**src/rtl/sample_frame_serializer.sv**
```systemverilog
// -----------------------------------------------------------------------------
// sample_frame_serializer
//
// Buffers decimated samples from the CIC stage in a small FIFO and, on each
// rising edge of trigger, sends one framed packet on serial_out. The packet is
// a 16-bit header followed by every buffered sample, all sent MSB first.
//
// Header layout: [15:12]=4'b1010, [11:8]=CHAN_ID, [7]=overflow at frame start,
//                [6:4]=0, [3:0]=number of data words in the frame.
//
// Optional feature (macro FRAME_CRC_EN): when defined, a CRC-8 follows the
// payload. The polynomial is 0x07 with init 0x00, no reflection and no final
// XOR. It covers every header and data bit, MSB first.
//
// Parameters:
//   WIDTH    sample width, fixed at 16 by the frame format
//   DEPTH    FIFO depth in words (2, 4 or 8)
//   CHAN_ID  4-bit channel tag placed in the header
//
// Ports:
//   clk           system clock
//   rst           synchronous active-high reset
//   sample_in     decimated sample
//   sample_valid  one-cycle strobe qualifying sample_in
//   trigger       frame request, rising edge only
//   serial_out    registered serial frame bit
//   frame_valid   high during the first header bit of a frame
//   busy          high from frame start until the end of the gap
//   overflow      sticky, a sample was dropped since the last frame start
//   fill          current FIFO occupancy
// -----------------------------------------------------------------------------
module sample_frame_serializer #(
    parameter int         WIDTH   = 16,
    parameter int         DEPTH   = 8,
    parameter logic [3:0] CHAN_ID = 4'h0
) (
    input  logic                   clk,
    input  logic                   rst,
    input  logic [WIDTH-1:0]       sample_in,
    input  logic                   sample_valid,
    input  logic                   trigger,
    output logic                   serial_out,
    output logic                   frame_valid,
    output logic                   busy,
    output logic                   overflow,
    output logic [$clog2(DEPTH):0] fill
);

    localparam int PTR_W  = $clog2(DEPTH);
    localparam int FILL_W = $clog2(DEPTH) + 1;
    localparam logic [FILL_W-1:0] FULL_CNT = FILL_W'(DEPTH);
    localparam logic [3:0]        LAST_BIT = 4'(WIDTH - 1);

    localparam logic [2:0] S_IDLE   = 3'd0;
    localparam logic [2:0] S_HEADER = 3'd1;
    localparam logic [2:0] S_DATA   = 3'd2;
    localparam logic [2:0] S_GAP    = 3'd3;
`ifdef FRAME_CRC_EN
    localparam logic [2:0] S_CRC    = 3'd4;
`endif

    logic [WIDTH-1:0]  mem [DEPTH];
    logic [PTR_W-1:0]  wr_ptr;
    logic [PTR_W-1:0]  rd_ptr;
    logic [FILL_W-1:0] count;

    logic [2:0]        state;
    logic              trig_q;
    logic [WIDTH-1:0]  sr;
    logic [3:0]        bit_cnt;
    logic [FILL_W-1:0] words_left;

    logic              push;
    logic              pop;
    logic              drop;
    logic              start;
    logic [15:0]       header_word;
    logic [WIDTH-1:0]  head_word;

    // The full test uses the count before the edge, so a pop in the same
    // cycle cannot make room for an incoming sample.
    assign push  = sample_valid && (count != FULL_CNT);
    assign drop  = sample_valid && (count == FULL_CNT);
    assign start = (state == S_IDLE) && trigger && !trig_q;

    // The next word is popped on the edge that puts its MSB on the pin. That
    // edge follows the last bit of the header or of the previous word.
    assign pop = ((state == S_HEADER) || (state == S_DATA)) &&
                 (bit_cnt == LAST_BIT) && (words_left != '0);

    assign header_word = {4'b1010, CHAN_ID, overflow, 3'b000, 4'(count)};
    assign head_word   = mem[rd_ptr];

    assign busy = (state != S_IDLE);
    assign fill = count;

    // FIFO storage. The storage has no reset because the pointers alone
    // define which words are valid.
    always_ff @(posedge clk) begin
        if (push) begin
            mem[wr_ptr] <= sample_in;
        end
    end

    // FIFO pointers and occupancy. When a push and a pop happen in the same
    // cycle, the count stays the same.
    always_ff @(posedge clk) begin
        if (rst) begin
            wr_ptr <= '0;
            rd_ptr <= '0;
            count  <= '0;
        end else begin
            if (push) begin
                wr_ptr <= wr_ptr + PTR_W'(1);
            end
            if (pop) begin
                rd_ptr <= rd_ptr + PTR_W'(1);
            end
            case ({push, pop})
                2'b10:   count <= count + FILL_W'(1);
                2'b01:   count <= count - FILL_W'(1);
                default: count <= count;
            endcase
        end
    end

`ifdef FRAME_CRC_EN
    logic [7:0] crc;

    function automatic logic [7:0] crc_step(input logic [7:0] c, input logic b);
        logic fb;
        fb = c[7] ^ b;
        return {c[6:0], 1'b0} ^ (fb ? 8'h07 : 8'h00);
    endfunction

    // The CRC advances in step with each header or data bit placed on the
    // pin. After the payload it becomes a shift register that feeds the
    // remainder out MSB first.
    always_ff @(posedge clk) begin
        if (rst) begin
            crc <= 8'h00;
        end else if (start) begin
            crc <= crc_step(8'h00, header_word[15]);
        end else if ((state == S_HEADER) || (state == S_DATA)) begin
            if (bit_cnt != LAST_BIT) begin
                crc <= crc_step(crc, sr[WIDTH-1]);
            end else if (pop) begin
                crc <= crc_step(crc, head_word[WIDTH-1]);
            end else begin
                crc <= {crc[6:0], 1'b0};
            end
        end else if (state == S_CRC) begin
            crc <= {crc[6:0], 1'b0};
        end
    end
`endif

    // Frame sequencer. serial_out is loaded with the bit to show in the next
    // cycle. sr holds the bits of the current word that have not been sent
    // yet. bit_cnt counts bits within a word, CRC bits, or gap cycles.
    always_ff @(posedge clk) begin
        if (rst) begin
            state       <= S_IDLE;
            trig_q      <= 1'b0;
            sr          <= '0;
            bit_cnt     <= '0;
            words_left  <= '0;
            serial_out  <= 1'b0;
            frame_valid <= 1'b0;
            overflow    <= 1'b0;
        end else begin
            trig_q      <= trigger;
            frame_valid <= 1'b0;

            // A frame start clears the sticky flag. A drop in the same
            // cycle sets it again.
            if (start) begin
                overflow <= drop;
            end else if (drop) begin
                overflow <= 1'b1;
            end

            case (state)
                S_IDLE: begin
                    serial_out <= 1'b0;
                    if (start) begin
                        serial_out  <= header_word[15];
                        sr          <= {header_word[14:0], 1'b0};
                        frame_valid <= 1'b1;
                        bit_cnt     <= '0;
                        words_left  <= count;
                        state       <= S_HEADER;
                    end
                end

                S_HEADER, S_DATA: begin
                    if (bit_cnt != LAST_BIT) begin
                        serial_out <= sr[WIDTH-1];
                        sr         <= {sr[WIDTH-2:0], 1'b0};
                        bit_cnt    <= bit_cnt + 4'd1;
                    end else if (pop) begin
                        serial_out <= head_word[WIDTH-1];
                        sr         <= {head_word[WIDTH-2:0], 1'b0};
                        bit_cnt    <= '0;
                        words_left <= words_left - FILL_W'(1);
                        state      <= S_DATA;
                    end else begin
                        bit_cnt <= '0;
`ifdef FRAME_CRC_EN
                        serial_out <= crc[7];
                        state      <= S_CRC;
`else
                        serial_out <= 1'b0;
                        state      <= S_GAP;
`endif
                    end
                end

`ifdef FRAME_CRC_EN
                S_CRC: begin
                    if (bit_cnt != 4'd7) begin
                        serial_out <= crc[7];
                        bit_cnt    <= bit_cnt + 4'd1;
                    end else begin
                        serial_out <= 1'b0;
                        bit_cnt    <= '0;
                        state      <= S_GAP;
                    end
                end
`endif

                S_GAP: begin
                    serial_out <= 1'b0;
                    if (bit_cnt == 4'd1) begin
                        bit_cnt <= '0;
                        state   <= S_IDLE;
                    end else begin
                        bit_cnt <= bit_cnt + 4'd1;
                    end
                end

                default: begin
                    serial_out <= 1'b0;
                    state      <= S_IDLE;
                end
            endcase
        end
    end

endmodule

```
**config.mk**
```make
export PLATFORM = sky130hd
export DESIGN_NAME = sample_frame_serializer
export DESIGN_NICKNAME = d
export VERILOG_FILES = /design/src/rtl/sample_frame_serializer.sv
export SDC_FILE = /design/constraint.sdc
export NUM_CORES = 1
export LEC_CHECK = 0
export BUFFER_PORTS_ARGS = -buffer_cell sky130_fd_sc_hd__buf_2
export CAP_MARGIN = 0
export CORE_MARGIN = 8
export CORE_UTILIZATION = 60
export DETAILED_ROUTE_END_ITERATION = 7
export PLACE_DENSITY = 0.82
export SLEW_MARGIN = 20
export SYNTH_ARGS = -nofsm -noshare
export SYNTH_HDL_FRONTEND = slang
export SYNTH_SLANG_ARGS = --single-unit
```
**constraint.sdc**
```tcl
create_clock -name clk -period 3.2 [get_ports clk]
set_input_delay 0.64 -clock clk [delete_from_list [all_inputs] [get_ports clk]]
set_output_delay 0.64 -clock clk [all_outputs]
set_load 0.02 [all_outputs]
```
==> impl_metrics.py <==
metrics = {
    "run_status": {
        "outcome": "complete, no violations",
    },
    "final_layout": {
        "antenna_cells": 0,
        "nets": 507,
        "multi_input_area_sq_um": 2170,
        "drive_above_1_share_pct": 22.3,
        "final_cells": 631,
        "seqCellArea_sq_um": 4690,
        "nFillCells": 731,
        "stdcell_area_sq_um": 7940,
        "fin_util_pct": 69.2,
        "area_delta_synth_final_pct": 12.6,
    },
    "sta": {
        "clock.fmax_mhz": 339,
        "slew_viol_final": 0,
        "rsz0062_at_grt": "no",
        "min_period_over_period_pct": 92.1,
        "slew_headroom_pct": 36.6,
        "final_hold_viol_count": 0,
        "worst_slew_pin_slew_ns": 0.950,
        "fin_skew_ns": 0.00793,
        "fin_crit_ns": 2.95,
        "whs_ns": 0.447,
        "setup_tns_ns": 0,
        "setup_viol": 0,
    },
    "clocking": {
        "clockBufferDepth": 2,
        "clock_sinks": 170,
        "cts_root_buf": "clkbuf_16",
        "cts_buffers": 17,
        "clk_pin_slew_ns": 0.06,
        "cts_resized": 0,
        "cts_setup_buffers": 0,
        "insertion_delay_ns": 0.44,
        "htree_levels": 4,
        "cts_hold_buf": 0,
        "cts_tree": "yes",
    },
    "global_route": {
        "grt_overflow": 0,
        "grt_max_degree": 47,
        "antenna_found_initial": 0,
        "grt_pass1_vias": 4274,
        "grt_pass1_wl_microns": 23400,
        "grtUsageTotal_pct": 19.8,
    },
    "pwr": {
        "p_int_mw": 4.02,
        "power.share.combinational_pct": 14.7,
        "ir_drop_mv": 0.542,
        "p_sw_share_pct": 27.5,
        "powerDensity_nw_per_um2": 700,
        "pwr-share-seq_pct": 47.5,
        "p_sw_mw": 1.53,
        "power.leakage_nw": 2.69,
        "clockPowerShare_pct": 37.9,
    },
    "job": {
        "cap_viol_max_count": 0,
    },
    "synth": {
        "synth_top_cells_by_area": "edfxtp_1 (55%), dfxtp_1 (12%), mux4_1 (5.2%), mux4_2 (5.1%), ha_1 (2.1%)",
        "synth_flop_cell": "edfxtp_1",
        "synth_nets": 474,
        "yosys.cell_types.count": 59,
        "synth.most_common_cell": "edfxtp_1",
        "ys_seq_area_share_pct": 66.5,
        "synth_top_area_cell": "edfxtp_1",
        "ys_async_sr_fraction_pct": 0,
        "synth_top_cell_area_share_pct": 54.5,
        "synth_area_per_cell_sq_um": 15.9,
        "synth_edf_count": 128,
        "synth_seq_cells": 170,
        "netlist_top_cells_count": "edfxtp_1 (128), dfxtp_1 (42), nor2_1 (32)",
        "synthCells": 442,
        "synthesis.area_sq_um": 7050,
        "synth-warning-count": 0,
    },
    "detailed_routing": {
        "viasPerCell": 6.64,
        "drc_errors": 0,
        "final_antenna_net_count": 0,
        "wl_per_cell_microns": 23.6,
        "vias": 4188,
        "drt_wl_total_microns": 14900,
        "first_pass_iters": 6,
        "dr.first_iter.drc_count": 542,
    },
    "worst_setup_path": {
        "worstPathArrival_ns": 3.30,
        "cp-startpoint": "fill[1]",
        "crit_fanout": 10,
        "cp.required_ns": 3.55,
        "cp-start-kind": "flop",
        "worstSetupEndpointType": "flop",
        "crit_type": "reg2reg",
        "r2r_start": "fill[1]",
    },
    "placement": {
        "dpl_cell_area_sq_um": 7330,
        "portBuffers": 27,
        "dp.cells": 599,
        "gp_congestion": 0.790,
        "place.detailed.hpwl_microns": 8620,
    },
    "die": {
        "die_y_microns": 124,
        "io_pins": 28,
        "die_w_microns": 124,
        "rows": 39,
        "die_area_sq_um": 15500,
        "initial_utilization_pct": 61.5,
        "core_sq_um": 11500,
    },
    "worst_hold_path": {
        "min_from": "trigger",
        "min-delay-path-class": "in2reg",
    },
}
## power groups by stage
| stage | sequential (mW) | combinational (mW) | clock, mW |
|---|---|---|---|
| floorplan | 2.65 | 0.567 | 0 |
| global placement | 2.66 | 0.741 | 0 |
| detailed placement | 2.67 | 0.783 | 0 |
| CTS | 2.63 | 0.802 | 2.12 |
| global route | 2.65 | 0.891 | 2.20 |
| finish | 2.64 | 0.814 | 2.10 |
## cells in the final DEF, fill, tap and decap left out, drive strengths merged, types with 2 or more instances in the layout
master | netlist | routed
edfxtp | 128 | 128
dfxtp | 42 | 42
buf | 14 | 41
nor2 | 32 | 32
mux4 | 30 | 30
clkbuf | 13 | 20
inv | 9 | 15
a211oi | 14 | 14
nand2 | 14 | 14
a21oi | 13 | 13
ha | 12 | 12
nand3 | 10 | 10
and3 | 9 | 9
a221oi | 9 | 9
nand2b | 7 | 7
mux2 | 7 | 7
xor2 | 6 | 6
mux2i | 6 | 6
nor3 | 6 | 6
a222oi | 5 | 5
a31oi | 5 | 5
o21ai | 4 | 4
nor3b | 3 | 3
nor2b | 3 | 3
a22oi | 3 | 3
and2 | 3 | 3
nor4 | 3 | 3
clkinv | 1 | 3
nand4 | 2 | 2
or4b | 2 | 2
or3b | 2 | 2
o22ai | 2 | 2
or3 | 2 | 2
nor4b | 2 | 2
o311ai | 2 | 2
a21o | 2 | 2
a2111o | 2 | 2
clkinvlp | 0 | 2
bufinv | 0 | 2
## worst max-delay path, cell delays in order (launching register included)
cell and delay, ns:
dfxtp_1 0.40, or4b_2 0.79, nand2_2 0.25, ha_1 0.32, xor2_1 0.11, ha_1 0.19
a21oi_1 0.19, xor2_1 0.14, or3_1 0.33, a21oi_1 0.16
## metal layers
metal	up-vias	part of all wire (%)	track usage (%)	routed length, microns
met3	36	7.0	6.43	1050
met2	189	49	31.5	7300
met4	0	2.6	9.28	393
met5	-	0	0	0
li1	1845	-	-	-
met1	2118	41	24.2	6160
## stage by stage
step                      power (mW)  setup WS (ns)
after floorplan                 3.22          0.175
after global placement          3.40          0.559
after detailed placement        3.46          0.390
after CTS                       5.56          0.264
after global routing            5.75          0.115
final                           5.55          0.252
## logic make-up after synthesis
kind of cell             Yosys count  synth area share [%]
AO/OA/AOI/OAI                     67                  7.17
XOR/XNOR                           7                 0.870
adder cells (fa/ha/maj)           12                  2.13
buffers and inverters             37                  3.07
flip-flops                       170                  66.5
multiplexers                      43                  12.3
AND/OR/NAND/NOR                  106                  8.01
## cell type report
class / count / area share (%)
Tap cell: 143 / 2.25
Inverter: 10 / 0.473
Sequential cell: 170 / 59.0
Clock inverter: 12 / 1.92
Clock buffer: 20 / 5.75
Timing Repair Buffer: 41 / 3.18
Multi-Input combinational cell: 235 / 27.4
## worst paths after layout
kind / to / slack (ns) / depth (start not counted)
setup / recovery: fill[2] / 0.25 / 9
setup reg to reg: fill[2] / 0.25 / 9
hold / removal: trig_q / 0.45 / 2
hold reg to reg: serial_out / 0.48 / 2
## state kept, by name, indices dropped and copies added (netlist names), named ones only
name,cells
frame_valid,1
fill,4
words_left,4
state,2
wr_ptr,3
sr,15
serial_out,1
bit_cnt,4
rd_ptr,3
mem,128
overflow,1
trig_q,1
Note: power is estimated with default switching activity, not from simulation.
